## config.mk

```make
export PLATFORM = sky130hd
export DESIGN_NAME = cp0_reg_flat
export DESIGN_NICKNAME = d
export VERILOG_FILES = /design/src/rtl/cp0_reg_pkg.sv /design/src/rtl/cp0_reg_if.sv /design/src/rtl/cp0_reg_timer.sv /design/src/rtl/cp0_reg.sv /design/src/flat_wrapper.sv
export SDC_FILE = /design/constraint.sdc
export NUM_CORES = 1
export LEC_CHECK = 0
export CORE_MARGIN = 8
export CORE_UTILIZATION = 40
export DETAILED_ROUTE_END_ITERATION = 10
export GPL_ROUTABILITY_DRIVEN = 0
export PLACE_DENSITY = 0.85
export SLEW_MARGIN = 20
export SYNTH_ARGS = -nofsm -noshare
export SYNTH_HDL_FRONTEND = slang
export SYNTH_SLANG_ARGS = --single-unit
```

## constraint.sdc

```tcl
create_clock -name clk -period 3.33 [get_ports clk]
set_input_delay 0.333 -clock clk [delete_from_list [all_inputs] [get_ports clk]]
set_output_delay 0.333 -clock clk [all_outputs]
set_load 0.02 [all_outputs]
```

## src/rtl/cp0_reg_pkg.sv

```systemverilog
// CP0 register numbers, exception codes, reset constants and the decode of
// the MEM-stage excepttype into the action CP0 has to take.
package cp0_reg_pkg;

    localparam logic [4:0] CP0_REG_COUNT   = 5'd9;
    localparam logic [4:0] CP0_REG_COMPARE = 5'd11;
    localparam logic [4:0] CP0_REG_STATUS  = 5'd12;
    localparam logic [4:0] CP0_REG_CAUSE   = 5'd13;
    localparam logic [4:0] CP0_REG_EPC     = 5'd14;
    localparam logic [4:0] CP0_REG_PRID    = 5'd15;
    localparam logic [4:0] CP0_REG_CONFIG  = 5'd16;

    localparam logic [31:0] EXC_INTERRUPT = 32'h0000_0001;
    localparam logic [31:0] EXC_SYSCALL   = 32'h0000_0008;
    localparam logic [31:0] EXC_INST_INV  = 32'h0000_000a;
    localparam logic [31:0] EXC_TRAP      = 32'h0000_000d;
    localparam logic [31:0] EXC_OVERFLOW  = 32'h0000_000c;
    localparam logic [31:0] EXC_ERET      = 32'h0000_000e;

    localparam logic [4:0] EXCCODE_INT  = 5'd0;
    localparam logic [4:0] EXCCODE_SYS  = 5'd8;
    localparam logic [4:0] EXCCODE_RI   = 5'd10;
    localparam logic [4:0] EXCCODE_OV   = 5'd12;
    localparam logic [4:0] EXCCODE_TR   = 5'd13;

    localparam logic [31:0] STATUS_RST = 32'h1000_0000;
    localparam logic [31:0] CAUSE_RST  = 32'h0000_0000;

    // What an excepttype does to Status/Cause/EPC
    typedef enum logic [2:0] {
        EXC_K_NONE,   // no exception: software writes proceed
        EXC_K_INT,    // interrupt: EPC/BD always recorded
        EXC_K_SYNC,   // synchronous exception: EPC/BD only when EXL=0
        EXC_K_ERET,   // return: clear EXL
        EXC_K_OTHER   // unknown nonzero code: nothing changes
    } exc_kind_e;

    typedef struct packed {
        exc_kind_e  kind;
        logic [4:0] exccode;
    } exc_dec_t;

    function automatic exc_dec_t exc_decode(input logic [31:0] excepttype);
        exc_dec_t d;
        d.kind    = EXC_K_OTHER;
        d.exccode = EXCCODE_INT;
        case (excepttype)
            32'h0:         d.kind = EXC_K_NONE;
            EXC_INTERRUPT: begin d.kind = EXC_K_INT;  d.exccode = EXCCODE_INT; end
            EXC_SYSCALL:   begin d.kind = EXC_K_SYNC; d.exccode = EXCCODE_SYS; end
            EXC_INST_INV:  begin d.kind = EXC_K_SYNC; d.exccode = EXCCODE_RI;  end
            EXC_TRAP:      begin d.kind = EXC_K_SYNC; d.exccode = EXCCODE_TR;  end
            EXC_OVERFLOW:  begin d.kind = EXC_K_SYNC; d.exccode = EXCCODE_OV;  end
            EXC_ERET:      d.kind = EXC_K_ERET;
            default:       d.kind = EXC_K_OTHER;
        endcase
        return d;
    endfunction

endpackage

```

## src/rtl/cp0_reg_if.sv

```systemverilog
// MTC0/MFC0 access and MEM-stage exception report into CP0.
interface cp0_reg_if;
    logic        we_i;
    logic [4:0]  waddr_i;
    logic [31:0] data_i;
    logic [4:0]  raddr_i;
    logic [31:0] data_o;
    logic [31:0] excepttype_i;
    logic [31:0] current_inst_addr_i;
    logic        is_in_delayslot_i;

    modport master (
        output we_i, waddr_i, data_i, raddr_i,
               excepttype_i, current_inst_addr_i, is_in_delayslot_i,
        input  data_o
    );

    modport slave (
        input  we_i, waddr_i, data_i, raddr_i,
               excepttype_i, current_inst_addr_i, is_in_delayslot_i,
        output data_o
    );
endinterface

```

## src/rtl/cp0_reg_timer.sv

```systemverilog
// Count/Compare pair and the sticky timer interrupt.
module cp0_reg_timer (
    input  logic        clk,
    input  logic        rst,
    input  logic        i_count_we,
    input  logic        i_compare_we,
    input  logic [31:0] i_wdata,
    output logic [31:0] o_count,
    output logic [31:0] o_compare,
    output logic        o_timer_int
);

    logic [31:0] r_count;
    logic [31:0] r_compare;
    logic        r_timer_int;

    // Free-running counter; a software write replaces the increment
    always_ff @(posedge clk or negedge rst) begin
        if (!rst)            r_count <= '0;
        else if (i_count_we) r_count <= i_wdata;
        else                 r_count <= r_count + 32'd1;
    end

    // Compare register, software-written only
    always_ff @(posedge clk or negedge rst) begin
        if (!rst)              r_compare <= '0;
        else if (i_compare_we) r_compare <= i_wdata;
    end

    // Sticky interrupt on a nonzero match; a Compare write clears it and beats a same-edge match
    always_ff @(posedge clk or negedge rst) begin
        if (!rst)
            r_timer_int <= 1'b0;
        else if (i_compare_we)
            r_timer_int <= 1'b0;
        else if ((r_compare != '0) && (r_count == r_compare))
            r_timer_int <= 1'b1;
    end

    assign o_count     = r_count;
    assign o_compare   = r_compare;
    assign o_timer_int = r_timer_int;

endmodule

```

## src/rtl/cp0_reg.sv

```systemverilog
// MIPS32 CP0 register file: Count/Compare (in cp0_reg_timer), Status, Cause,
// EPC and read-only PRId/Config, plus exception state capture.
module cp0_reg
    import cp0_reg_pkg::*;
#(
    parameter logic [31:0] PRID_VAL   = 32'h004c_0102,
    parameter logic [31:0] CONFIG_VAL = 32'h0000_8000
) (
    input  logic             clk,
    input  logic             rst,
    cp0_reg_if.slave         bus,
    input  logic [5:0]       int_i,
    output logic [31:0]      count_o,
    output logic [31:0]      compare_o,
    output logic [31:0]      status_o,
    output logic [31:0]      cause_o,
    output logic [31:0]      epc_o,
    output logic [31:0]      config_o,
    output logic [31:0]      prid_o,
    output logic             timer_int_o
);

    logic [31:0] r_status;
    logic [31:0] r_cause;
    logic [31:0] r_epc;

    logic        w_count_we;
    logic        w_compare_we;
    exc_dec_t    w_exc;
    logic [31:0] w_epc_next;

    assign w_count_we   = bus.we_i && (bus.waddr_i == CP0_REG_COUNT);
    assign w_compare_we = bus.we_i && (bus.waddr_i == CP0_REG_COMPARE);
    assign w_exc        = exc_decode(bus.excepttype_i);
    assign w_epc_next   = bus.is_in_delayslot_i ? (bus.current_inst_addr_i - 32'd4)
                                                : bus.current_inst_addr_i;

    cp0_reg_timer u_timer (
        .clk          (clk),
        .rst          (rst),
        .i_count_we   (w_count_we),
        .i_compare_we (w_compare_we),
        .i_wdata      (bus.data_i),
        .o_count      (count_o),
        .o_compare    (compare_o),
        .o_timer_int  (timer_int_o)
    );

    // Status/Cause/EPC: exception capture takes priority over the MTC0 write, which is then dropped
    always_ff @(posedge clk or negedge rst) begin
        if (!rst) begin
            r_status <= STATUS_RST;
            r_cause  <= CAUSE_RST;
            r_epc    <= '0;
        end else begin
            r_cause[15:10] <= int_i;
            case (w_exc.kind)
                EXC_K_INT: begin
                    r_epc        <= w_epc_next;
                    r_cause[31]  <= bus.is_in_delayslot_i;
                    r_status[1]  <= 1'b1;
                    r_cause[6:2] <= w_exc.exccode;
                end
                EXC_K_SYNC: begin
                    if (!r_status[1]) begin
                        r_epc       <= w_epc_next;
                        r_cause[31] <= bus.is_in_delayslot_i;
                    end
                    r_status[1]  <= 1'b1;
                    r_cause[6:2] <= w_exc.exccode;
                end
                EXC_K_ERET: begin
                    r_status[1] <= 1'b0;
                end
                EXC_K_OTHER: begin
                end
                default: begin
                    if (bus.we_i) begin
                        case (bus.waddr_i)
                            CP0_REG_STATUS: r_status <= bus.data_i;
                            CP0_REG_EPC:    r_epc    <= bus.data_i;
                            CP0_REG_CAUSE: begin
                                r_cause[9:8] <= bus.data_i[9:8];
                                r_cause[22]  <= bus.data_i[22];
                                r_cause[23]  <= bus.data_i[23];
                            end
                            default: begin
                            end
                        endcase
                    end
                end
            endcase
        end
    end

    // MFC0 read mux of registered values, no write bypass
    always_comb begin
        bus.data_o = '0;
        case (bus.raddr_i)
            CP0_REG_COUNT:   bus.data_o = count_o;
            CP0_REG_COMPARE: bus.data_o = compare_o;
            CP0_REG_STATUS:  bus.data_o = r_status;
            CP0_REG_CAUSE:   bus.data_o = r_cause;
            CP0_REG_EPC:     bus.data_o = r_epc;
            CP0_REG_PRID:    bus.data_o = PRID_VAL;
            CP0_REG_CONFIG:  bus.data_o = CONFIG_VAL;
            default:         bus.data_o = '0;
        endcase
    end

    assign status_o = r_status;
    assign cause_o  = r_cause;
    assign epc_o    = r_epc;
    assign prid_o   = PRID_VAL;
    assign config_o = CONFIG_VAL;

endmodule
```

## src/flat_wrapper.sv

```systemverilog
// flat-port wrapper written by rule: the top's interface ports become plain ports
module cp0_reg_flat import cp0_reg_pkg::*;
#(
    parameter logic [31:0] PRID_VAL   = 32'h004c_0102,
    parameter logic [31:0] CONFIG_VAL = 32'h0000_8000
)
  (clk, rst, int_i, count_o, compare_o, status_o, cause_o, epc_o, config_o, prid_o, timer_int_o, bus_we_i, bus_waddr_i, bus_data_i, bus_raddr_i, bus_excepttype_i, bus_current_inst_addr_i, bus_is_in_delayslot_i, bus_data_o);
  cp0_reg_if bus_i ();
  input  logic clk;
  input  logic rst;
  input  logic [5:0] int_i;
  output logic [31:0] count_o;
  output logic [31:0] compare_o;
  output logic [31:0] status_o;
  output logic [31:0] cause_o;
  output logic [31:0] epc_o;
  output logic [31:0] config_o;
  output logic [31:0] prid_o;
  output logic timer_int_o;
  input wire logic [$bits(bus_i.we_i)-1:0] bus_we_i;
  input wire logic [$bits(bus_i.waddr_i)-1:0] bus_waddr_i;
  input wire logic [$bits(bus_i.data_i)-1:0] bus_data_i;
  input wire logic [$bits(bus_i.raddr_i)-1:0] bus_raddr_i;
  input wire logic [$bits(bus_i.excepttype_i)-1:0] bus_excepttype_i;
  input wire logic [$bits(bus_i.current_inst_addr_i)-1:0] bus_current_inst_addr_i;
  input wire logic [$bits(bus_i.is_in_delayslot_i)-1:0] bus_is_in_delayslot_i;
  output wire logic [$bits(bus_i.data_o)-1:0] bus_data_o;
  assign bus_i.we_i = bus_we_i;
  assign bus_i.waddr_i = bus_waddr_i;
  assign bus_i.data_i = bus_data_i;
  assign bus_i.raddr_i = bus_raddr_i;
  assign bus_i.excepttype_i = bus_excepttype_i;
  assign bus_i.current_inst_addr_i = bus_current_inst_addr_i;
  assign bus_i.is_in_delayslot_i = bus_is_in_delayslot_i;
  assign bus_data_o = bus_i.data_o;
  cp0_reg #(.PRID_VAL(PRID_VAL), .CONFIG_VAL(CONFIG_VAL)) u_core (.clk(clk), .rst(rst), .bus(bus_i), .int_i(int_i), .count_o(count_o), .compare_o(compare_o), .status_o(status_o), .cause_o(cause_o), .epc_o(epc_o), .config_o(config_o), .prid_o(prid_o), .timer_int_o(timer_int_o));
endmodule
```

==> impl_results.html, run 1 <==
<table>
<tr><th>Metric</th><th>Value</th></tr>
<tr><th colspan="2">CTS</th></tr>
<tr><td>CTS clock-pin slew for the worst setup and hold paths</td><td>about 0.060 ns</td></tr>
<tr><td>H-tree depth</td><td>4</td></tr>
<tr><td>Clock Root Buffer</td><td>sky130_fd_sc_hd__clkbuf_16</td></tr>
<tr><td>Cells resized by post-CTS repair</td><td>0</td></tr>
<tr><td># hold bufs at CTS</td><td>0</td></tr>
<tr><td>TritonCTS clock tree</td><td>built</td></tr>
<tr><td>Setup repair bufs after CTS</td><td>0</td></tr>
<tr><td>Number of buffers created by CTS</td><td>17</td></tr>
<tr><td>Clock tree sinks</td><td>approximately 140</td></tr>
<tr><td>Clock buffer depth</td><td>2</td></tr>
<tr><td>Latest clock arrival within the worst-skew pair</td><td>roughly 0.43 ns</td></tr>
<tr><th colspan="2">Pwr</th></tr>
<tr><td>Largest vdd supply drop</td><td>0.383 mV</td></tr>
<tr><td>Switching part of the total power</td><td>between 30% and 40%</td></tr>
<tr><td>Internal power summed over all cells</td><td>between 4 and 5 mW</td></tr>
<tr><td>Total power per unit cell area</td><td>a little under 500 nW/um^2</td></tr>
<tr><td>Fraction of power consumed by the clock network</td><td>between 30% and 40%</td></tr>
<tr><td>Psw</td><td>about 2.3 mW</td></tr>
<tr><td>Static Leak</td><td>5.18 nW</td></tr>
<tr><td>Combinational cell fraction of total power</td><td>30.1%</td></tr>
<tr><td>Sequential group share of total power</td><td>a little under two fifths</td></tr>
<tr><th colspan="2">STA</th></tr>
<tr><td>Max-slew headroom</td><td>around 43%</td></tr>
<tr><td>Tightest Pin Transition</td><td>~0.85 ns</td></tr>
<tr><td>Worst hold slack</td><td>-0.0449 ns</td></tr>
<tr><td>Minimum setup slack in the final design</td><td>approximately 0.37 ns</td></tr>
<tr><td>Ratio of final minimum period to clock period</td><td>between 80% and 90%</td></tr>
<tr><td>Final setup viols</td><td>0</td></tr>
<tr><td>Achievable clock frequency</td><td>roughly 340 MHz</td></tr>
<tr><td>Clk_skew</td><td>roughly 0.012 ns</td></tr>
<tr><td>Unrepaired setup endpoints after global routing</td><td>no</td></tr>
<tr><td>Final hold vios</td><td>19</td></tr>
<tr><td>Count of final max-slew check failures</td><td>0</td></tr>
<tr><td>Total negative slack for setup checks</td><td>0 ns</td></tr>
<tr><td>Tmin final</td><td>roughly 3.0 ns</td></tr>
<tr><th colspan="2">Place</th></tr>
<tr><td>Number of input and output port buffers inserted</td><td>between 200 and 300</td></tr>
<tr><td>Number of cells in the design after placement</td><td>1,504</td></tr>
<tr><td>DP HPWL</td><td>slightly below 30 mm</td></tr>
<tr><td>Placement Setup Slack</td><td>roughly 0.3 ns</td></tr>
<tr><th colspan="2">GRT</th></tr>
<tr><td>Global-route wire length before repair</td><td>roughly 56 mm</td></tr>
<tr><td>Pin count of the biggest net entering global routing</td><td>90</td></tr>
<tr><td>Total congestion overflow</td><td>0</td></tr>
<tr><td>Vias in the first global route</td><td>9,052</td></tr>
<tr><td>Overall global routing resource usage</td><td>between 20 and 30%</td></tr>
<tr><td>Antenna violations before repair</td><td>0</td></tr>
<tr><th colspan="2">Worst setup path</th></tr>
<tr><td>Worst Path Required</td><td>roughly 3.0 ns</td></tr>
<tr><td>Most Frequent Cell on Critical Path</td><td>sky130_fd_sc_hd__clkdlybuf4s50_1</td></tr>
<tr><td>R2r endpoint</td><td>u_core.u_timer.o_count[31]$_DFF_PN0_</td></tr>
<tr><td>Worst Path Class, Setup</td><td>input pin to output pin</td></tr>
<tr><td>Critical-path cell list</td><td>clkdlybuf4s50_1, buf_12, nand2b_1, nor2_1, buf_4, a22oi_1, o21ai_0, clkdlybuf4s50_1</td></tr>
<tr><td>Slack of the worst reg-to-reg path</td><td>0.90 ns</td></tr>
<tr><td>Reg2Reg Launch Point</td><td>u_core.u_timer.o_count[15]$_DFF_PN0_</td></tr>
<tr><td>Worst-path fanout max</td><td>23</td></tr>
<tr><td>Cell at the slowest stage of the critical path</td><td>sky130_fd_sc_hd__clkdlybuf4s50_1</td></tr>
<tr><td>Peak per-stage delay on the critical path</td><td>approximately 0.73 ns</td></tr>
<tr><td>Kind of end point of the critical path</td><td>output pin</td></tr>
<tr><td>Worst r2r path cells</td><td>5</td></tr>
<tr><td>Data arrival at the endpoint of the critical path</td><td>2.62 ns</td></tr>
<tr><td>Startpoint type of the worst setup path</td><td>input pin</td></tr>
<tr><th colspan="2">Die</th></tr>
<tr><td>Area of the die</td><td>28,200 sq um</td></tr>
<tr><td>DIE HEIGHT</td><td>168 microns</td></tr>
<tr><td>Standard-cell row count</td><td>55</td></tr>
<tr><td>Core box area</td><td>roughly 23,000 sq um</td></tr>
<tr><td>Effective utilization at floorplan</td><td>~41%</td></tr>
<tr><td>Count of pins on the block boundary</td><td>373</td></tr>
<tr><td>Die Span X</td><td>about 170 microns</td></tr>
<tr><th colspan="2">Detailed routing</th></tr>
<tr><td>Remaining antenna violation count</td><td>0</td></tr>
<tr><td>Number of remaining DRC errors</td><td>0</td></tr>
<tr><td>First DRT Iteration DRCs</td><td>1,060</td></tr>
<tr><td>Drt total wl</td><td>between 30 and 40 mm</td></tr>
<tr><td>Average via count per standard cell</td><td>around 6</td></tr>
<tr><td>First-pass iteration count of the detailed router</td><td>5</td></tr>
<tr><td>Total vias in the final route</td><td>8,998</td></tr>
<tr><td>Mean routed wirelength per cell</td><td>24.6 microns</td></tr>
<tr><th colspan="2">Yosys</th></tr>
<tr><td>Yosys warning count</td><td>16</td></tr>
<tr><td>Mean Syn Cell Area</td><td>around 9.6 sq um</td></tr>
<tr><td>Yosys cell types</td><td>61</td></tr>
<tr><td>Area share of the largest cell type after synthesis</td><td>between 30 and 40%</td></tr>
<tr><td>Area of the mapped netlist</td><td>9230 sq um</td></tr>
<tr><td>Largest area contributor in the synthesized netlist</td><td>sky130_fd_sc_hd__dfrtp_1</td></tr>
<tr><td>Sequential-to-total area share from yosys stat</td><td>about two fifths</td></tr>
<tr><td>Post-synth EDFFs</td><td>0</td></tr>
<tr><td>Area contributors post-synth</td><td>sky130_fd_sc_hd__dfrtp_1 (39%), sky130_fd_sc_hd__mux2_2 (8.4%), sky130_fd_sc_hd__buf_4 (6.8%), sky130_fd_sc_hd__mux2i_1 (6.5%), sky130_fd_sc_hd__xnor2_1 (4.9%)</td></tr>
<tr><td>Cell count after synthesis</td><td>965</td></tr>
<tr><td>Prevailing post-synth register cell</td><td>sky130_fd_sc_hd__dfrtp_1</td></tr>
<tr><td>Synth async-reset ratio</td><td>100%</td></tr>
<tr><td>Synthesis-stage register bit count</td><td>144</td></tr>
<tr><th colspan="2">Finish</th></tr>
<tr><td>Non-filler cells in the finished layout</td><td>1,536</td></tr>
<tr><td>Filler cells</td><td>around 1,900</td></tr>
<tr><td>Layout cells sized above 1</td><td>a little under an eighth</td></tr>
<tr><td>Area added between synthesis and finish</td><td>38.8%</td></tr>
<tr><td>Final Net Count</td><td>roughly 1,400</td></tr>
<tr><td>End-of-flow core utilization</td><td>56.6%</td></tr>
<tr><td>Number of inserted diodes</td><td>0</td></tr>
<tr><th colspan="2">Job</th></tr>
<tr><td>Total of max-cap violations</td><td>0</td></tr>
<tr><th colspan="2">Status</th></tr>
<tr><td>Violations in the final reports</td><td>negative hold slack</td></tr>
<tr><td>Outcome</td><td>complete, but fails checks</td></tr>
<tr><th colspan="2">Worst hold path</th></tr>
<tr><td>Class of the tightest hold or removal check</td><td>input pin to asynchronous set/reset pin</td></tr>
</table>
sequential cells by signal, indices dropped and copies added (netlist names):
name                        cells
u_core.cause_o                 15
u_core.epc_o                   32
u_core.status_o                32
u_core.u_timer.o_compare       32
u_core.u_timer.o_count         32
u_core.u_timer.o_timer_int      1
stage by stage:
step | total power [mW] | cell area (sq um)
final | 6.31 | 12800
after CTS | 6.29 | 12800
after global routing | 6.51 | 12800
after global placement | 4.23 | 12200
after floorplan | 3.32 | 9520
after detailed placement | 4.27 | 12200
worst max path at each step:
stage	startpoint	endpoint	slack, ns	depth (start not counted)
after floorplan	u_core.u_timer.o_count[0]$_DFF_PN0_	u_core.u_timer.o_count[30]$_DFF_PN0_	1.10	8
after global placement	bus_excepttype_i[0]	u_core.epc_o[7]$_DFFE_PN0P_	0.35	7
after detailed placement	bus_excepttype_i[0]	u_core.epc_o[15]$_DFFE_PN0P_	0.30	7
after CTS	bus_raddr_i[0]	bus_data_o[0]	0.39	8
after global routing	bus_raddr_i[0]	bus_data_o[20]	0.26	6
final	bus_raddr_i[0]	bus_data_o[0]	0.37	8
area by class of cell:
cell class	count	area, sq um	area share (%)
Clock buffer	17	425	3.32
Clock inverter	15	184	1.44
Timing Repair Buffer	316	3150	24.6
Inverter	10	37.5	0.293
Tap cell	285	357	2.78
Sequential cell	144	3600	28.1
Multi-Input combinational cell	749	5050	39.5
power groups by stage:
stage / combinational (mW) / clock (mW) / sequential, mW
finish: 1.90 / 2.02 / 2.39
detailed placement: 1.88 / 0 / 2.39
global placement: 1.85 / 0 / 2.38
floorplan: 0.816 / 0 / 2.50
global route: 2.00 / 2.08 / 2.42
CTS: 1.89 / 2.02 / 2.37
worst max-delay path, delay by kind of cell:
family          cells  cell delay (ns)
buf+inv             4             1.71
simple gates        2             0.31
compound gates      2             0.27
synth_stat cells (8+ instances only):
library cell and instances:
sky130_fd_sc_hd__nand2_1 73, sky130_fd_sc_hd__dfrtp_1 143, sky130_fd_sc_hd__o31ai_1 20, sky130_fd_sc_hd__o21ai_0 54, sky130_fd_sc_hd__nand4_1 26, sky130_fd_sc_hd__or3_1 9
sky130_fd_sc_hd__nor3_1 21, sky130_fd_sc_hd__clkbuf_1 42, sky130_fd_sc_hd__buf_1 8, sky130_fd_sc_hd__a22oi_1 14, sky130_fd_sc_hd__mux2i_1 60, sky130_fd_sc_hd__o22ai_1 18
sky130_fd_sc_hd__and3_1 15, sky130_fd_sc_hd__a31oi_1 8, sky130_fd_sc_hd__xnor2_1 52, sky130_fd_sc_hd__inv_1 10, sky130_fd_sc_hd__nor4_1 31, sky130_fd_sc_hd__mux2_2 69
sky130_fd_sc_hd__a21oi_1 25, sky130_fd_sc_hd__nand3_1 17, sky130_fd_sc_hd__buf_4 84, sky130_fd_sc_hd__o31a_1 9, sky130_fd_sc_hd__nor2_1 44, sky130_fd_sc_hd__xor2_1 17
sky130_fd_sc_hd__or4_1 17
cells by family (layout without fill, tap and decap cells):
family,Yosys count,after routing,share of synthesized area [%]
other,2,81,0.0814
adders and majority gates,2,2,0.271
and+or+nand+nor,296,296,17.3
DFF,144,144,39.1
muxes,129,129,14.9
buffers and inverters,151,358,9.66
xor gates and xnor gates,69,69,6.55
AOI/OAI and AO/OA,172,172,12.2
per-layer routing:
layer	share of wire [%]	wire length [microns]	global-route usage (%)	up-vias
li1	-	-	-	3921
met1	37	14000	30.6	4378
met2	48	18100	42.6	592
met3	11	4010	8.09	107
met4	4.3	1620	11.9	0
met5	0	0	0	-
cell usage in the layout, fill, tap and decap left out, types with 5 or more instances in the layout:
cell type / n
sky130_fd_sc_hd__nand2b_1: 5
sky130_fd_sc_hd__nor2_1: 44
sky130_fd_sc_hd__a22oi_1: 14
sky130_fd_sc_hd__and3_1: 15
sky130_fd_sc_hd__or4_1: 17
sky130_fd_sc_hd__xnor2_1: 52
sky130_fd_sc_hd__nor2b_1: 6
sky130_fd_sc_hd__nand4_1: 26
sky130_fd_sc_hd__o31ai_1: 20
sky130_fd_sc_hd__nor4_1: 31
sky130_fd_sc_hd__dfrtp_1: 143
sky130_fd_sc_hd__conb_1: 81
sky130_fd_sc_hd__nand2_1: 73
sky130_fd_sc_hd__clkinvlp_4: 5
sky130_fd_sc_hd__o31a_1: 9
sky130_fd_sc_hd__clkbuf_16: 17
sky130_fd_sc_hd__nor3_1: 19
sky130_fd_sc_hd__buf_4: 21
sky130_fd_sc_hd__a31oi_1: 8
sky130_fd_sc_hd__xor2_1: 17
sky130_fd_sc_hd__a21oi_1: 25
sky130_fd_sc_hd__mux2_2: 69
sky130_fd_sc_hd__inv_1: 10
sky130_fd_sc_hd__clkdlybuf4s50_1: 289
sky130_fd_sc_hd__mux2i_1: 60
sky130_fd_sc_hd__or3_1: 9
sky130_fd_sc_hd__and4_1: 6
sky130_fd_sc_hd__nand3_1: 17
sky130_fd_sc_hd__o22ai_1: 18
sky130_fd_sc_hd__o21ai_0: 54
Power figures use the tool's default switching activity.
==> run 2, diff against run 1 <==
--- a/config.mk
+++ b/config.mk
@@ -10,6 +10,7 @@
 export DETAILED_ROUTE_END_ITERATION = 10
 export GPL_ROUTABILITY_DRIVEN = 0
 export PLACE_DENSITY = 0.85
+export RECOVER_POWER = 50
 export SLEW_MARGIN = 20
 export SYNTH_ARGS = -nofsm -noshare
 export SYNTH_HDL_FRONTEND = slang
==> run 2 against run 1 <==
  * The flow finishes with violations (max-capacitance violations, max-slew violations)
  * First-iteration DRC count decreased by 9.6%
  * Critical path depth is 2 lower
  * Die area is the same
  * Global-route usage is the same
  * Highest routed layer unchanged
  * Flip-flop and latch count unchanged
  * Sequential power barely moved
  * Core utilization down 0.077 points
  * Final cell count did not move
==> impl_results.html, run 2 (synthesis results as in run 1) <==
<table>
<tr><th>Metric</th><th>Value</th></tr>
<tr><th colspan="2">STA</th></tr>
<tr><td>Tmin final</td><td>3.02 ns</td></tr>
<tr><td>Achievable clock frequency</td><td>331 MHz</td></tr>
<tr><td>Count of final max-slew check failures</td><td>approximately 140</td></tr>
<tr><td>Unrepaired setup endpoints after global routing</td><td>no</td></tr>
<tr><td>Final hold vios</td><td>0</td></tr>
<tr><td>Max-slew headroom</td><td>-55.7%</td></tr>
<tr><td>Total negative slack for setup checks</td><td>0 ns</td></tr>
<tr><td>Tightest Pin Transition</td><td>around 2.3 ns</td></tr>
<tr><td>Clk_skew</td><td>about 0.011 ns</td></tr>
<tr><td>Final setup viols</td><td>0</td></tr>
<tr><td>Ratio of final minimum period to clock period</td><td>~91%</td></tr>
<tr><th colspan="2">Worst setup path</th></tr>
<tr><td>Kind of end point of the critical path</td><td>register</td></tr>
<tr><td>Family with the most delay on the worst path</td><td>buffers and inverters</td></tr>
<tr><td>Data arrival at the endpoint of the critical path</td><td>approximately 3.2 ns</td></tr>
<tr><td>Worst Path Required</td><td>~3.5 ns</td></tr>
<tr><td>Peak per-stage delay on the critical path</td><td>1.51 ns</td></tr>
<tr><td>Worst-path fanout max</td><td>48</td></tr>
<tr><td>Worst Path Class, Setup</td><td>input pin to register</td></tr>
<tr><td>Bufs and invs on worst path</td><td>2</td></tr>
<tr><td>Critical-path cell list</td><td>clkdlybuf4s50_1, and3b_1, nand2_1, nor3_1, clkbuf_1, o21ai_0</td></tr>
<tr><td>Startpoint type of the worst setup path</td><td>input pin</td></tr>
<tr><td>Cell at the slowest stage of the critical path</td><td>sky130_fd_sc_hd__clkbuf_1</td></tr>
<tr><th colspan="2">Detailed routing</th></tr>
<tr><td>Remaining antenna violation count</td><td>0</td></tr>
<tr><td>First DRT Iteration DRCs</td><td>958</td></tr>
<tr><td>Average via count per standard cell</td><td>between 5 and 6</td></tr>
<tr><td>Mean routed wirelength per cell</td><td>roughly 25 microns</td></tr>
<tr><td>First-pass iteration count of the detailed router</td><td>5</td></tr>
<tr><td>Number of remaining DRC errors</td><td>0</td></tr>
<tr><td>Total vias in the final route</td><td>between 8,000 and 9,000</td></tr>
<tr><td>Drt total wl</td><td>approximately 38 mm</td></tr>
<tr><th colspan="2">Place</th></tr>
<tr><td>DP HPWL</td><td>29.1 mm</td></tr>
<tr><td>Area of placed instances</td><td>between 10,000 and 15,000 sq um</td></tr>
<tr><td>Number of input and output port buffers inserted</td><td>about 290</td></tr>
<tr><th colspan="2">Die</th></tr>
<tr><td>Count of pins on the block boundary</td><td>between 300 and 400</td></tr>
<tr><td>Core box area</td><td>between 20,000 and 25,000 sq um</td></tr>
<tr><td>Area of the die</td><td>28,200 sq um</td></tr>
<tr><td>Die Span X</td><td>about 170 microns</td></tr>
<tr><td>Effective utilization at floorplan</td><td>between 40% and 50%</td></tr>
<tr><td>Standard-cell row count</td><td>55</td></tr>
<tr><td>DIE HEIGHT</td><td>~170 microns</td></tr>
<tr><th colspan="2">Pwr</th></tr>
<tr><td>Internal power summed over all cells</td><td>4.02 mW</td></tr>
<tr><td>Static Leak</td><td>around 5.4 nW</td></tr>
<tr><td>Largest vdd supply drop</td><td>about 0.39 mV</td></tr>
<tr><td>Sequential group share of total power</td><td>between 30 and 40%</td></tr>
<tr><td>Post-layout power</td><td>approximately 6.3 mW</td></tr>
<tr><td>Psw</td><td>2.27 mW</td></tr>
<tr><td>Fraction of power consumed by the clock network</td><td>32.0%</td></tr>
<tr><td>Total power per unit cell area</td><td>between 400 and 500 nW/um^2</td></tr>
<tr><td>Switching part of the total power</td><td>a little over a third</td></tr>
<tr><td>Combinational cell fraction of total power</td><td>approximately 30%</td></tr>
<tr><th colspan="2">GRT</th></tr>
<tr><td>Antenna violations before repair</td><td>0</td></tr>
<tr><td>Global-route wire length before repair</td><td>roughly 56 mm</td></tr>
<tr><td>Vias in the first global route</td><td>around 9,000</td></tr>
<tr><td>Pin count of the biggest net entering global routing</td><td>90</td></tr>
<tr><td>Total congestion overflow</td><td>0</td></tr>
<tr><td>Overall global routing resource usage</td><td>between 20 and 30%</td></tr>
<tr><th colspan="2">Job</th></tr>
<tr><td>Total of max-cap violations</td><td>2</td></tr>
<tr><th colspan="2">Finish</th></tr>
<tr><td>Final Net Count</td><td>between 1,000 and 1,500</td></tr>
<tr><td>Number of inserted diodes</td><td>0</td></tr>
<tr><td>Area of all placed cells without fillers</td><td>12,800 sq um</td></tr>
<tr><td>Area added between synthesis and finish</td><td>38.6%</td></tr>
<tr><td>Filler cells</td><td>1,891</td></tr>
<tr><td>Leading cell type in the layout, fill and taps excluded</td><td>sky130_fd_sc_hd__clkdlybuf4s50_1</td></tr>
<tr><td>Layout cells sized above 1</td><td>between 10% and 20%</td></tr>
<tr><td>Top library cells by usage in the layout, fill and taps aside</td><td>sky130_fd_sc_hd__clkdlybuf4s50_1 (213), sky130_fd_sc_hd__dfrtp_1 (143), sky130_fd_sc_hd__conb_1 (81), sky130_fd_sc_hd__dlygate4sd3_1 (76), sky130_fd_sc_hd__nand2_1 (73)</td></tr>
<tr><th colspan="2">CTS</th></tr>
<tr><td>CTS clock-pin slew for the worst setup and hold paths</td><td>0.07 ns</td></tr>
<tr><td>H-tree depth</td><td>4</td></tr>
<tr><td>Clock Root Buffer</td><td>sky130_fd_sc_hd__clkbuf_16</td></tr>
<tr><td>Cells resized by post-CTS repair</td><td>0</td></tr>
<tr><td>Latest clock arrival within the worst-skew pair</td><td>approximately 0.44 ns</td></tr>
<tr><td>Clock tree sinks</td><td>between 100 and 150</td></tr>
<tr><td># hold bufs at CTS</td><td>0</td></tr>
<tr><td>Setup repair bufs after CTS</td><td>0</td></tr>
<tr><td>Clock buffer depth</td><td>2</td></tr>
<tr><td>TritonCTS clock tree</td><td>built</td></tr>
<tr><td>Number of buffers created by CTS</td><td>17</td></tr>
<tr><th colspan="2">Status</th></tr>
<tr><td>Violations in the final reports</td><td>max-capacitance violations, max-slew violations</td></tr>
<tr><td>Outcome</td><td>complete, but fails checks</td></tr>
<tr><th colspan="2">Worst hold path</th></tr>
<tr><td>Class of the tightest hold or removal check</td><td>input pin to register</td></tr>
</table>
[run 2: layer usage]
| layer | up-vias | GRT usage, % | routed length, microns |
|---|---|---|---|
| li1 | 3922 | - | - |
| met1 | 4362 | 30.6 | 14100 |
| met2 | 582 | 42.6 | 18200 |
| met3 | 97 | 8.09 | 3860 |
| met4 | 0 | 11.9 | 1610 |
| met5 | - | 0 | 0 |
[run 2: worst paths after layout]
check,start,endpoint,slack (ns),cells after the start
max,bus_waddr_i[4],u_core.u_timer.o_count[18]$_DFF_PN0_,0.31,6
min,int_i[4],u_core.cause_o[14]$_DFF_PN0_,0.45,1
max reg2reg,u_core.u_timer.o_count[15]$_DFF_PN0_,u_core.u_timer.o_count[31]$_DFF_PN0_,0.90,5
min reg2reg,u_core.epc_o[2]$_DFFE_PN0P_,u_core.epc_o[2]$_DFFE_PN0P_,0.51,2
max in group asynchronous,rst,u_core.u_timer.o_count[18]$_DFF_PN0_,1.35,1
min in group asynchronous,rst,u_core.cause_o[9]$_DFFE_PN0P_,0.58,1
[run 2: power by group through the flow]
stage | registers (mW) | clock network [mW] | logic [mW]
floorplan | 2.50 | 0 | 0.816
global placement | 2.38 | 0 | 1.85
detailed placement | 2.39 | 0 | 1.88
CTS | 2.37 | 2.02 | 1.89
global route | 2.42 | 2.08 | 2.00
finish | 2.39 | 2.02 | 1.89
[run 2: cell type report]
| class | count | area (sq um) | share of cell area (%) |
|---|---|---|---|
| timing repair buffer | 316 | 3140 | 24.5 |
| tap | 285 | 357 | 2.79 |
| clock buffer | 17 | 425 | 3.33 |
| multi-input combinational | 749 | 5050 | 39.5 |
| inverter | 10 | 37.5 | 0.293 |
| sequential | 144 | 3600 | 28.2 |
| clock inverter | 15 | 184 | 1.44 |
[run 2: metrics by stage]
| stage | worst slack, ns | hold WS [ns] | cells | utilization (%) |
|---|---|---|---|---|
| 2_1_floorplan | 1.10 | 0.0374 | 1044 | - |
| 3_3_place_gp | 0.352 | 0.461 | 1504 | 53.9 |
| 3_5_place_dp | 0.297 | 0.464 | 1504 | 53.9 |
| 4_1_cts | 0.394 | 0.00400 | 1536 | 56.6 |
| 5_1_grt | 0.138 | 0.441 | 1536 | 56.5 |
| 6_report | 0.313 | 0.448 | 1536 | 56.5 |
==> run 3, diff against run 2 <==
--- a/config.mk
+++ b/config.mk
@@ -5,11 +5,14 @@
 export SDC_FILE = /design/constraint.sdc
 export NUM_CORES = 1
 export LEC_CHECK = 0
-export CORE_MARGIN = 8
-export CORE_UTILIZATION = 40
+export ABC_AREA = 1
+export CELL_PAD_IN_SITES_DETAIL_PLACEMENT = 1
+export CELL_PAD_IN_SITES_GLOBAL_PLACEMENT = 1
+export CORE_MARGIN = 2
+export CORE_UTILIZATION = 33
 export DETAILED_ROUTE_END_ITERATION = 10
 export GPL_ROUTABILITY_DRIVEN = 0
-export PLACE_DENSITY = 0.85
+export PLACE_DENSITY = 0.95
 export RECOVER_POWER = 50
 export SLEW_MARGIN = 20
 export SYNTH_ARGS = -nofsm -noshare
==> run 3 against run 2 <==
  * The flow still finishes with violations (max-capacitance violations, max-slew violations)
  * Largest cell class unchanged
  * Count of clock-buffer cells in the layout grew 2
  * Highest routed layer is now met5
  * Sequential share of layout area shrank 1.4 points
  * Critical endpoint is now bus_data_o[24]
  * Worst setup slack got worse by 0.17 ns
==> impl_results.html, run 3 <==
<table>
<tr><th>Metric</th><th>Value</th></tr>
<tr><th colspan="2">CTS</th></tr>
<tr><td>H-tree depth</td><td>4</td></tr>
<tr><td>Setup repair bufs after CTS</td><td>0</td></tr>
<tr><td>TritonCTS clock tree</td><td>built</td></tr>
<tr><td>CTS clock-pin slew for the worst setup and hold paths</td><td>0.06 ns</td></tr>
<tr><td>Latest clock arrival within the worst-skew pair</td><td>around 0.44 ns</td></tr>
<tr><td>Clock tree sinks</td><td>approximately 140</td></tr>
<tr><td>Clock Root Buffer</td><td>sky130_fd_sc_hd__clkbuf_16</td></tr>
<tr><td>Number of buffers created by CTS</td><td>17</td></tr>
<tr><td>Clock buffer depth</td><td>2</td></tr>
<tr><th colspan="2">Worst setup path</th></tr>
<tr><td>Critical-path cell list</td><td>clkdlybuf4s50_1, inv_1, nor2_1, inv_1, nor2_1, clkinv_1, buf_4, o21ai_0, clkdlybuf4s50_1</td></tr>
<tr><td>Kind of end point of the critical path</td><td>output pin</td></tr>
<tr><td>Data arrival at the endpoint of the critical path</td><td>between 2 and 3 ns</td></tr>
<tr><td>Peak per-stage delay on the critical path</td><td>0.69 ns</td></tr>
<tr><td>Bufs and invs on worst path</td><td>6</td></tr>
<tr><td>Family with the most delay on the worst path</td><td>buffers and inverters</td></tr>
<tr><td>Worst-path fanout max</td><td>7</td></tr>
<tr><td>Startpoint type of the worst setup path</td><td>input pin</td></tr>
<tr><td>Worst Path Required</td><td>about 3 ns</td></tr>
<tr><td>Cell at the slowest stage of the critical path</td><td>sky130_fd_sc_hd__clkdlybuf4s50_1</td></tr>
<tr><td>Worst Path Class, Setup</td><td>input pin to output pin</td></tr>
<tr><td>Slack of the worst reg-to-reg path</td><td>about 0.75 ns</td></tr>
<tr><th colspan="2">Die</th></tr>
<tr><td>Die Span X</td><td>approximately 180 microns</td></tr>
<tr><td>Area of the die</td><td>slightly above 30,000 sq um</td></tr>
<tr><td>DIE HEIGHT</td><td>176 microns</td></tr>
<tr><td>Effective utilization at floorplan</td><td>around a third</td></tr>
<tr><td>Standard-cell row count</td><td>63</td></tr>
<tr><td>Core box area</td><td>~30,000 sq um</td></tr>
<tr><td>Count of pins on the block boundary</td><td>~370</td></tr>
<tr><th colspan="2">Detailed routing</th></tr>
<tr><td>First DRT Iteration DRCs</td><td>around 1,100</td></tr>
<tr><td>Number of remaining DRC errors</td><td>0</td></tr>
<tr><td>First-pass iteration count of the detailed router</td><td>5</td></tr>
<tr><td>Average via count per standard cell</td><td>approximately 5.3</td></tr>
<tr><td>Drt total wl</td><td>roughly 45 mm</td></tr>
<tr><td>Mean routed wirelength per cell</td><td>about 22 microns</td></tr>
<tr><td>Total vias in the final route</td><td>between 10,000 and 15,000</td></tr>
<tr><td>Remaining antenna violation count</td><td>0</td></tr>
<tr><th colspan="2">GRT</th></tr>
<tr><td>Global-route wire length before repair</td><td>~68 mm</td></tr>
<tr><td>Overall global routing resource usage</td><td>between 20% and 30%</td></tr>
<tr><td>Pin count of the biggest net entering global routing</td><td>~80</td></tr>
<tr><td>Total congestion overflow</td><td>0</td></tr>
<tr><td>Vias in the first global route</td><td>~11,000</td></tr>
<tr><td>Antenna violations before repair</td><td>3</td></tr>
<tr><th colspan="2">Yosys</th></tr>
<tr><td>Area of the mapped netlist</td><td>9780 sq um</td></tr>
<tr><td>Cell count after synthesis</td><td>1,391</td></tr>
<tr><td>Yosys warning count</td><td>16</td></tr>
<tr><td>Prevailing post-synth register cell</td><td>sky130_fd_sc_hd__dfrtp_1</td></tr>
<tr><td>Sequential-to-total area share from yosys stat</td><td>36.9%</td></tr>
<tr><td>Synthesis-stage register bit count</td><td>between 100 and 150</td></tr>
<tr><td>Area contributors post-synth</td><td>sky130_fd_sc_hd__dfrtp_1 (37%), sky130_fd_sc_hd__nand2_1 (17%), sky130_fd_sc_hd__buf_4 (6.5%), sky130_fd_sc_hd__o21ai_0 (6.2%), sky130_fd_sc_hd__inv_1 (5.0%)</td></tr>
<tr><td>Cell with the most instances after synthesis</td><td>sky130_fd_sc_hd__nand2_1</td></tr>
<tr><td>Largest area contributor in the synthesized netlist</td><td>sky130_fd_sc_hd__dfrtp_1</td></tr>
<tr><td>Synth async-reset ratio</td><td>100%</td></tr>
<tr><td>Yosys cell types</td><td>43</td></tr>
<tr><td>Top cell types by occurrence after synthesis</td><td>sky130_fd_sc_hd__nand2_1 (433), sky130_fd_sc_hd__dfrtp_1 (143), sky130_fd_sc_hd__inv_1 (129)</td></tr>
<tr><td>Area share of the largest cell type after synthesis</td><td>about 37%</td></tr>
<tr><td>Mean Syn Cell Area</td><td>about 7 sq um</td></tr>
<tr><td>Post-synth EDFFs</td><td>0</td></tr>
<tr><th colspan="2">Pwr</th></tr>
<tr><td>Post-layout power</td><td>about 6.2 mW</td></tr>
<tr><td>Largest vdd supply drop</td><td>roughly 0.27 mV</td></tr>
<tr><td>Static Leak</td><td>approximately 6.5 nW</td></tr>
<tr><td>Total power per unit cell area</td><td>461 nW/um^2</td></tr>
<tr><th colspan="2">STA</th></tr>
<tr><td>Count of final max-slew check failures</td><td>79</td></tr>
<tr><td>Unrepaired setup endpoints after global routing</td><td>no</td></tr>
<tr><td>Minimum setup slack in the final design</td><td>0.141 ns</td></tr>
<tr><td>Max-slew headroom</td><td>-39.8%</td></tr>
<tr><td>Total negative slack for setup checks</td><td>0 ns</td></tr>
<tr><td>Final setup viols</td><td>0</td></tr>
<tr><td>Final hold vios</td><td>0</td></tr>
<tr><td>Clk_skew</td><td>roughly 0.015 ns</td></tr>
<tr><td>Tightest Pin Transition</td><td>approximately 2.1 ns</td></tr>
<tr><td>Tmin final</td><td>3.19 ns</td></tr>
<tr><td>Achievable clock frequency</td><td>roughly 310 MHz</td></tr>
<tr><td>Ratio of final minimum period to clock period</td><td>a little over nine tenths</td></tr>
<tr><th colspan="2">Finish</th></tr>
<tr><td>Layout cells sized above 1</td><td>around 5.3%</td></tr>
<tr><td>Area added between synthesis and finish</td><td>37.8%</td></tr>
<tr><td>Final Net Count</td><td>roughly 1,800</td></tr>
<tr><td>Top library cells by usage in the layout, fill and taps aside</td><td>sky130_fd_sc_hd__nand2_1 (433), sky130_fd_sc_hd__clkdlybuf4s50_1 (202), sky130_fd_sc_hd__dfrtp_1 (143), sky130_fd_sc_hd__inv_1 (129), sky130_fd_sc_hd__o21ai_0 (121)</td></tr>
<tr><td>Leading cell type in the layout, fill and taps excluded</td><td>sky130_fd_sc_hd__nand2_1</td></tr>
<tr><td>Filler cells</td><td>between 3,000 and 4,000</td></tr>
<tr><td>End-of-flow core utilization</td><td>between 40% and 50%</td></tr>
<tr><th colspan="2">Status</th></tr>
<tr><td>Outcome</td><td>complete, but fails checks</td></tr>
<tr><td>Violations in the final reports</td><td>max-capacitance violations, max-slew violations</td></tr>
<tr><th colspan="2">Place</th></tr>
<tr><td>Number of input and output port buffers inserted</td><td>around 290</td></tr>
<tr><td>Placement Setup Slack</td><td>approximately 0.16 ns</td></tr>
<tr><td>DP HPWL</td><td>36.0 mm</td></tr>
<tr><th colspan="2">Worst hold path</th></tr>
<tr><td>Class of the tightest hold or removal check</td><td>input pin to register</td></tr>
<tr><th colspan="2">Job</th></tr>
<tr><td>Total of max-cap violations</td><td>1</td></tr>
</table>
-- run 3: cell types whose count changed after synthesis, moves of 29 or more --
cell                      change
sky130_fd_sc_hd__inv_1      +119
sky130_fd_sc_hd__mux2_2      -69
sky130_fd_sc_hd__mux2i_1     -60
sky130_fd_sc_hd__nand2_1    +360
sky130_fd_sc_hd__nand3_1     +47
sky130_fd_sc_hd__nand4_1     +29
sky130_fd_sc_hd__nor2_1      +73
sky130_fd_sc_hd__o21ai_0     +67
sky130_fd_sc_hd__xnor2_1     -32
sky130_fd_sc_hd__xor2_1      +34
-- run 3: where the power goes --
| group | switching [mW] | internal (mW) |
|---|---|---|
| clock network | 0.804 | 1.28 |
| logic | 1.04 | 0.738 |
| registers | 0.420 | 1.93 |
| total | 2.26 | 3.95 |
-- run 3: worst register-to-register path, stage by stage (launching register included) --
cell                       delay (ns)
sky130_fd_sc_hd__dfrtp_1         0.48
sky130_fd_sc_hd__ha_1            0.28
sky130_fd_sc_hd__nand3_2         0.13
sky130_fd_sc_hd__nor2_2          0.16
sky130_fd_sc_hd__nand2_2         0.12
sky130_fd_sc_hd__nor2_2          0.17
sky130_fd_sc_hd__nand2_2         0.13
sky130_fd_sc_hd__nor2_2          0.14
sky130_fd_sc_hd__nand3b_1        0.19
sky130_fd_sc_hd__o21ai_0         0.35
sky130_fd_sc_hd__nand3_1         0.13
sky130_fd_sc_hd__o21ai_1         0.17
-- run 3: cell families (layout without fill, tap and decap cells) --
| family | after synthesis | after routing | synth area share [%] |
|---|---|---|---|
| other | 2 | 82 | 0.0768 |
| adders and majority gates | 2 | 2 | 0.256 |
| AOI/OAI and AO/OA | 171 | 171 | 10.1 |
| xor gates and xnor gates | 71 | 71 | 6.36 |
| DFF | 144 | 144 | 36.9 |
| and+or+nand+nor | 735 | 735 | 32.6 |
| buffers and inverters | 266 | 481 | 13.8 |
-- run 3: timing repair --
| action | 4_1_cts | 5_1_grt |
|---|---|---|
| resized for setup | 0 | 0 |
| endpoints found under the hold margin | 74 | 0 |
| hold buffers | 1 | 0 |
-- run 3: routing by layer --
layer	share of wire (%)	GRT usage [%]
met1	39	35.0
met2	47	46.9
met3	7.8	6.72
met4	5.8	15.3
met5	0.074	0
-- run 3: cell type report --
type / count / area, sq um / area share, %
diodes: 1 / 2.50 / 0.0186
clock buffers: 19 / 443 / 3.29
clock inverters: 12 / 183 / 1.35
inverters: 134 / 503 / 3.73
multi-input cells: 1060 / 5140 / 38.1
flip-flops and latches: 144 / 3600 / 26.7
well taps: 390 / 488 / 3.62
repair buffers: 316 / 3120 / 23.1
-- run 3: stage by stage --
stage,hold slack (ns),instance area [sq um],instances
finish,0.446,13500,2076
global route,0.438,13500,2075
CTS,0.326,13500,2075
detailed placement,0.431,12900,2043
global placement,0.419,12900,2043
floorplan,0.0374,10100,1470
-- run 3: final timing paths --
kind / startpoint / to / depth (start not counted)
max: bus_raddr_i[0] / bus_data_o[24] / 9
max in group asynchronous: rst / u_core.u_timer.o_compare[3]$_DFFE_PN0P_ / 3
min reg2reg: u_core.epc_o[20]$_DFFE_PN0P_ / u_core.epc_o[20]$_DFFE_PN0P_ / 2
max reg2reg: u_core.u_timer.o_count[1]$_DFF_PN0_ / u_core.u_timer.o_count[28]$_DFF_PN0_ / 11
min: int_i[3] / u_core.cause_o[13]$_DFF_PN0_ / 1
min in group asynchronous: rst / u_core.u_timer.o_compare[11]$_DFFE_PN0P_ / 2
